## src/rtl/axi_conf.sv

```systemverilog
// axi_conf: AXI response codes and the error-slave FSM state encodings
package axi_conf;
  typedef enum logic [1:0] {
    RESP_OKAY   = 2'b00,
    RESP_EXOKAY = 2'b01,
    RESP_SLVERR = 2'b10,
    RESP_DECERR = 2'b11
  } axi_trans_resp_t;
  typedef enum logic [1:0] {W_IDLE, W_DRAIN, W_RESP} w_state_t;
  typedef enum logic {R_IDLE, R_BURST} r_state_t;
endpackage

```

## src/rtl/io_pmp_err_slv.sv

```systemverilog
// io_pmp_err_slv: terminating AXI error slave behind the IO-PMP; IO_PMP_ERR_CNT_EN adds err_cnt_o
module io_pmp_err_slv
  import axi_conf::*;
#(
  parameter int ID_WIDTH = 4,
  parameter int DATA_WIDTH = 64,
  parameter axi_trans_resp_t RESP = RESP_SLVERR
) (
  input  logic                  clk_i,
  input  logic                  rst_i,
  input  logic                  aw_valid_i,
  output logic                  aw_ready_o,
  input  logic [ID_WIDTH-1:0]   aw_id_i,
  input  logic                  w_valid_i,
  output logic                  w_ready_o,
  input  logic                  w_last_i,
  output logic                  b_valid_o,
  input  logic                  b_ready_i,
  output logic [ID_WIDTH-1:0]   b_id_o,
  output logic [1:0]            b_resp_o,
  input  logic                  ar_valid_i,
  output logic                  ar_ready_o,
  input  logic [ID_WIDTH-1:0]   ar_id_i,
  input  logic [7:0]            ar_len_i,
  output logic                  r_valid_o,
  input  logic                  r_ready_i,
  output logic [ID_WIDTH-1:0]   r_id_o,
  output logic [DATA_WIDTH-1:0] r_data_o,
  output logic [1:0]            r_resp_o,
  output logic                  r_last_o
`ifdef IO_PMP_ERR_CNT_EN
  ,
  output logic [15:0]           err_cnt_o
`endif
);
  w_state_t w_state;
  r_state_t r_state;
  logic [7:0] r_len, r_cnt;
  logic aw_hs, ar_hs;
  assign aw_ready_o = w_state == W_IDLE;
  assign w_ready_o  = w_state == W_DRAIN;
  assign b_valid_o  = w_state == W_RESP;
  assign ar_ready_o = r_state == R_IDLE;
  assign r_valid_o  = r_state == R_BURST;
  assign r_last_o   = r_valid_o && r_cnt == r_len;
  assign b_resp_o   = RESP;
  assign r_resp_o   = RESP;
  assign r_data_o   = '0;
  assign aw_hs      = aw_valid_i && aw_ready_o;
  assign ar_hs      = ar_valid_i && ar_ready_o;
  always_ff @(posedge clk_i) begin
    if (rst_i) begin
      w_state <= W_IDLE;
      b_id_o  <= '0;
    end else begin
      case (w_state)
        W_IDLE:  if (aw_hs) begin
          b_id_o  <= aw_id_i;
          w_state <= W_DRAIN;
        end
        W_DRAIN: if (w_valid_i && w_last_i) w_state <= W_RESP;
        W_RESP:  if (b_ready_i) w_state <= W_IDLE;
        default: w_state <= W_IDLE;
      endcase
    end
  end
  // the beat counter stops at the latched length, so a 256-beat burst never wraps it
  always_ff @(posedge clk_i) begin
    if (rst_i) begin
      r_state <= R_IDLE;
      r_id_o  <= '0;
      r_len   <= '0;
      r_cnt   <= '0;
    end else if (r_state == R_IDLE) begin
      if (ar_hs) begin
        r_id_o  <= ar_id_i;
        r_len   <= ar_len_i;
        r_cnt   <= '0;
        r_state <= R_BURST;
      end
    end else if (r_ready_i) begin
      r_cnt   <= r_last_o ? r_cnt : r_cnt + 8'd1;
      r_state <= r_last_o ? R_IDLE : R_BURST;
    end
  end
`ifdef IO_PMP_ERR_CNT_EN
  logic [16:0] cnt_sum;
  assign cnt_sum = {1'b0, err_cnt_o} + 17'(aw_hs) + 17'(ar_hs);
  always_ff @(posedge clk_i) begin
    if (rst_i) err_cnt_o <= '0;
    else err_cnt_o <= cnt_sum[16] ? 16'hFFFF : cnt_sum[15:0];
  end
`endif
endmodule

```

## config.mk

```make
export PLATFORM = sky130hd
export DESIGN_NAME = io_pmp_err_slv
export DESIGN_NICKNAME = d
export VERILOG_FILES = /design/src/rtl/axi_conf.sv /design/src/rtl/io_pmp_err_slv.sv
export SDC_FILE = /design/constraint.sdc
export NUM_CORES = 1
export LEC_CHECK = 0
export ABC_AREA = 1
export BUFFER_PORTS_ARGS = -buffer_cell sky130_fd_sc_hd__buf_2
export CORE_MARGIN = 5
export CORE_UTILIZATION = 35
export CTS_BUF_LIST = sky130_fd_sc_hd__clkbuf_16
export CTS_CLUSTER_DIAMETER = 100
export CTS_CLUSTER_SIZE = 20
export DETAILED_ROUTE_END_ITERATION = 16
export PLACE_DENSITY_LB_ADDON = 0.3
export SLEW_MARGIN = 20
export SYNTH_ARGS = -nofsm -noshare
export SYNTH_HDL_FRONTEND = slang
export SYNTH_SLANG_ARGS = --single-unit
export TNS_END_PERCENT = 5
```

## constraint.sdc

```tcl
create_clock -name clk_i -period 1.7 [get_ports clk_i]
set_input_delay 0.085 -clock clk_i [delete_from_list [all_inputs] [get_ports clk_i]]
set_output_delay 0.085 -clock clk_i [all_outputs]
set_load 0.02 [all_outputs]
```

==> results.cfg, run 1 <==
[placed_design]
port_buffers = 37
gp_congestion = 0.7870
pre_cts_ws_ns = 0.2312
place_inst = 385
post-dp-hpwl_um = 3153

[clocking]
hold_buffers = 0
numClockSinks = 27
cts_setup_buffers = 0
cts_root_buf = clkbuf_16
insertion_delay_ns = 0.27
cts_resized = 0
cts_buffer_depth = 2
cts_tree = done
cts_max_level = 1
clk_pin_slew_worst_paths_ns = 0.08
cts_made_buffers = 3

[grt]
grt_pass1_vias = 1429
overflow = 0
grt_usage_pct = 10.83
grt_pass1_wl_um = 6417
antenna_found_initial = 0
grt_max_degree = 28

[power]
ir_worst_vdd_v = 0.0004282
p_total_mw = 1.671
p_leak_nw = 1.022
powerDensity_nw_per_um2 = 802.9

[setup_path]
crit_path_start_kind = flop
crit_required_ns = 1.62
r2r_setup_slack_ns = 0.24
arrival_ns = 1.46
crit_end = r_last_o
worstReg2RegStart = r_cnt[3]$_SDFFE_PP0P_
reg2reg_depth = 10
end_kind = primary output
cp_max_fo = 4
crit_start = r_cnt[4]$_SDFFE_PP0P_
critPathKind = reg2out
r2r-end = r_cnt[3]$_SDFFE_PP0P_

[yosys]
synth_area_leaders = dfxtp_1, buf_4, nand2_1, inv_1, a21oi_2
synth_warnings = 0
synthCells = 281
ys_seq_area_share_pct = 27.34
ys.flop_type = dfxtp_1
yosysTopAreaCell = dfxtp_1
avgSynthCellArea_um2 = 7.035
synth_commonest_cells = buf_4, nand2_1, dfxtp_1
synth_top_cell_area_share_pct = 27.34
synth_cell_types = 29
synth_edf_count = 0
synth.most_common_cell = buf_4
syn_area_um2 = 1977
synth-async-reset-ratio_pct = 0
synth-seq-cells = 27

[sta]
min_period_over_period_pct = 90.70
post-route-worst-setup-slack_ns = 0.1580
finClkSkew_ns = 0.008188
fmaxAchievable_mhz = 648.5
fin_tns_setup_ns = 0
period_minus_slack_ns = 1.542
grt_setup_unrepaired = no
hold_violations = 0
final-setup-viol-count = 0
drv_slew = 0
worst_slew_pin_slew_ns = 0.6079
max_slew_margin_pct = 59.47

[floorplanning]
die_x_um = 85.16
die_y_um = 85.16
start_util_pct = 35.90
pin_count = 106
core_um2 = 5507
dieArea_um2 = 7251
rows = 27

[layout]
nFillCells = 602
drive_above_1_share_pct = 24.29
syn_to_final_growth_pct = 5.253
regArea_um2 = 543.0
antenna_cells = 0
nets = 343
finalNonFillerCells = 389
multiInputGateArea_um2 = 1049

[drt]
first_iter_violations = 66
vias = 1576
drcViolationCount = 0
post_drt_wl_per_cell_um = 10.29
postRouteAntennaNets = 0
viasPerCell = 4.051
wl_um = 4004
drt_pass1_iterations = 4

[worst_hold_path]
min_path_type = in2reg

[run]
max-cap-violations = 0

[outcome]
status = finished, final reports clean
[critical path, cell delays in order (launching register included)]
cell,delay [ns]
dfxtp_1,0.39
inv_1,0.10
nand2_1,0.11
nand3_1,0.10
nor4_2,0.29
buf_4,0.19
[where the power goes]
| part | switching (mW) | internal, mW | leakage (nW) |
|---|---|---|---|
| Clock | 0.250 | 0.326 | 0.0415 |
| Sequential | 0.0213 | 0.666 | 0.222 |
| Combinational | 0.308 | 0.0993 | 0.759 |
| Total | 0.578 | 1.09 | 1.02 |
[stage by stage]
| stage | cell area, um2 | utilization, % | hold slack [ns] |
|---|---|---|---|
| global route | 2081 | 37.79 | 0.05378 |
| floorplan | 2231 | - | 0.2279 |
| global placement | 1992 | 36.17 | 0.3353 |
| detailed placement | 1992 | 36.17 | 0.3379 |
| CTS | 2076 | 37.70 | 0.04637 |
| finish | 2081 | 37.79 | 0.04819 |
[placed cells by master (no fill, tap or decap)]
cell type / n
nor2_1: 20
nand4_1: 4
buf_2: 36
ha_1: 1
or2_1: 2
inv_2: 4
nor2_2: 2
dfxtp_1: 25
buf_4: 4
nand3_1: 13
nor2_4: 1
o2111ai_1: 1
a21oi_2: 9
o21ai_0: 1
a211oi_1: 7
a21oi_1: 14
nand2_2: 11
nor4_2: 1
nor3b_1: 1
nor3_1: 1
inv_1: 24
dfxtp_2: 2
clkbuf_16: 3
conb_1: 68
nand2_1: 57
nand3_4: 1
nand3_2: 1
inv_6: 1
xnor2_1: 1
nand2_8: 1
[logic make-up (layout without fill, tap and decap cells)]
group                    Yosys count  after routing  share of synthesized area, %
flip-flops                        27             27                         27.34
buffers and inverters            102             72                         32.47
adder cells (fa/ha/maj)            1              1                        0.6328
AO/OA/AOI/OAI                     32             32                         10.89
AND/OR/NAND/NOR                  116            116                         27.85
XOR/XNOR                           1              1                        0.4431
other                              2             68                        0.3799
[sequential cells by signal, summed over array words and instances (netlist names)]
name,count
b_id_o,4
w_state,2
r_id_o,4
r_valid_o,1
r_cnt,8
r_len,8
[how the worst min path moves through the flow]
stage / from / end / cells after the start
final: ar_id_i[3] / r_id_o[3]$_SDFFE_PP0P_ / 3
after floorplan: ar_id_i[0] / r_id_o[0]$_SDFFE_PP0P_ / 2
after global placement: aw_id_i[1] / b_id_o[1]$_SDFFE_PP0P_ / 3
after CTS: aw_id_i[1] / b_id_o[1]$_SDFFE_PP0P_ / 3
after global routing: aw_id_i[2] / b_id_o[2]$_SDFFE_PP0P_ / 3
after detailed placement: aw_id_i[1] / b_id_o[1]$_SDFFE_PP0P_ / 3
[layer usage]
layer  track usage [%]  wire length [um]  up-vias
met3             4.369               477        4
met1             12.56              1609      678
met5                 0                 0        -
met4             4.317                65        0
li1                  -                 -      821
met2             17.73              1851       73
[final cells by class]
type	count	share of cell area, %
clock buffer	3	3.608
clock inverter	1	0.4209
inverter	28	5.051
multi-input combinational	218	50.39
sequential	27	26.10
tap	72	4.330
timing repair buffer	40	10.10
(Power assumes the default switching activity.)
==> run 2, diff against run 1 <==
--- a/config.mk
+++ b/config.mk
@@ -14,6 +14,7 @@
 export CTS_CLUSTER_SIZE = 20
 export DETAILED_ROUTE_END_ITERATION = 16
 export PLACE_DENSITY_LB_ADDON = 0.3
+export SETUP_SLACK_MARGIN = 0.2
 export SLEW_MARGIN = 20
 export SYNTH_ARGS = -nofsm -noshare
 export SYNTH_HDL_FRONTEND = slang
==> run 2 against run 1 <==
Wire length rose by 0.50%. Sequential share of layout area is 0.45 points higher. Power is 0.23% higher. Register-to-register slack improved by 0.04 ns. Critical endpoint unchanged. Largest power group unchanged.
==> results.cfg, run 2 (synthesized netlist as in run 1, its figures left out) <==
[outcome]
status = finished, final reports clean

[worst_hold_path]
hold_start = ar_id_i[3]
worstHoldPathCells = 3
hold_end = r_id_o[3]$_SDFFE_PP0P_
min_path_type = in2reg

[setup_path]
path_delay_family = simple AND/OR/NAND/NOR gates
arrival_ns = 1.42
cp_max_fo = 5
crit_path_start_kind = flop
crit_required_ns = 1.62
crit_slowest_cell = dfxtp_4
cp_cell_sequence = or2_1 -> nand4_1 -> nor4_4 -> buf_4
crit_cells = 4
worstReg2RegStart = r_cnt[7]$_SDFFE_PP0P_
critPathBufInv = 1
r2r_setup_slack_ns = 0.28
critPathMaxStageDelay_ns = 0.38
reg2reg_depth = 8
critPathKind = reg2out
r2r-end = r_cnt[3]$_SDFFE_PP0P_
end_kind = primary output

[clocking]
numClockSinks = 27
cts_made_buffers = 3
cts_buffer_depth = 2
cts_tree = done
cts_max_level = 1
cts_root_buf = clkbuf_16
clk_pin_slew_worst_paths_ns = 0.07
insertion_delay_ns = 0.27

[floorplanning]
core_um2 = 5507
die_y_um = 85.16
start_util_pct = 35.90
dieArea_um2 = 7251
die_x_um = 85.16
rows = 27
pin_count = 106

[drt]
postRouteAntennaNets = 0
first_iter_violations = 86
post_drt_wl_per_cell_um = 10.32
wl_um = 4024
drt_pass1_iterations = 3
vias = 1552
drcViolationCount = 0
viasPerCell = 3.979

[layout]
nets = 344
top_regs = r_cnt: 8 flops, r_len: 8 flops
antenna_cells = 0
final_cell_mix = conb_1, nand2_1, buf_2
nFillCells = 627
postLayoutCoreUtil_pct = 38.60
regArea_um2 = 564.3
layout_commonest_cell = conb_1
multiInputGateArea_um2 = 1065
drive_above_1_share_pct = 28.30
syn_to_final_growth_pct = 7.532

[sta]
fmaxAchievable_mhz = 665.2
hold_violations = 0
finClkSkew_ns = 0.003402
worst_slew_pin_slew_ns = 0.5963
final-setup-viol-count = 0
max_slew_margin_pct = 60.25
drv_slew = 0
period_minus_slack_ns = 1.503
grt_setup_unrepaired = yes
fin_tns_setup_ns = 0
min_period_over_period_pct = 88.43

[run]
max-cap-violations = 0

[power]
p_total_mw = 1.674
p_leak_nw = 1.040
powerDensity_nw_per_um2 = 787.7
ir_worst_vdd_v = 0.0005849

[placed_design]
gp_congestion = 0.8723
port_buffers = 37
post-dp-hpwl_um = 3058

[grt]
antenna_found_initial = 0
grt_pass1_vias = 1464
overflow = 0
grt_max_degree = 28
grt_usage_pct = 10.96
grt_pass1_wl_um = 6389
run 2: cell types whose count changed in the layout (fill, tap and decap cells not counted), moves of 2 or more:
| cell | change |
|---|---|
| inv_1 | -3 |
| inv_2 | +3 |
| dfxtp_2 | +2 |
| dfxtp_1 | -7 |
| dfxtp_4 | +5 |
run 2: timing repair:
action | in CTS | in global routing
setup buffers | 0 | 3
pin swaps | 2 | 3
endpoints found under the hold margin | 0 | 0
setup endpoints to repair | 9 | 5
hold buffers | 0 | 0
gates resized for setup | 17 | 3
run 2: area by class of cell:
type | instances | area share [%]
Clock buffer | 3 | 3.531
Clock inverter | 1 | 0.4120
Inverter | 28 | 4.944
Multi-Input combinational cell | 218 | 50.09
Sequential cell | 27 | 26.55
Tap cell | 72 | 4.238
Timing Repair Buffer | 41 | 10.24
run 2: per-stage QoR:
step	setup slack, ns	hold slack [ns]	std cells	cell area (um2)
global placement	0.2391	0.3354	383	1986
finish	0.1967	0.05061	390	2126
global route	0.1204	0.04596	390	2126
floorplan	0.2374	0.2279	347	2240
detailed placement	0.1857	0.3403	383	1986
CTS	0.2009	0.04829	387	2100
run 2: tightest hold or removal path: cells and delay by family:
family                 cells  cell delay (ns)
AND/OR/NAND/NOR            1             0.05
buffers and inverters      1             0.09
AO/OA/AOI/OAI              1             0.05
run 2: power by group:
group	total, mW	switching, mW	internal [mW]
Sequential	0.684	0.0229	0.661
Clock	0.577	0.251	0.327
Combinational	0.413	0.311	0.102
Total	1.67	0.585	1.09
run 2: worst max-delay path by stage:
stage / start / end / slack [ns]
CTS: r_cnt[4]$_SDFFE_PP0P_ / r_last_o / 0.20
global route: r_cnt[2]$_SDFFE_PP0P_ / r_last_o / 0.12
finish: r_cnt[2]$_SDFFE_PP0P_ / r_last_o / 0.20
global placement: r_valid_o$_SDFF_PP0_ / r_cnt[3]$_SDFFE_PP0P_ / 0.24
floorplan: r_valid_o$_SDFF_PP0_ / r_last_o / 0.24
detailed placement: r_valid_o$_SDFF_PP0_ / r_cnt[3]$_SDFFE_PP0P_ / 0.19
run 2: metal layers:
layer	part of all wire, %	up-vias	track usage, %
met5	0	-	0
met3	12	6	4.078
met2	46	69	17.94
met1	40	660	12.81
li1	-	817	-
met4	1.9	0	4.604
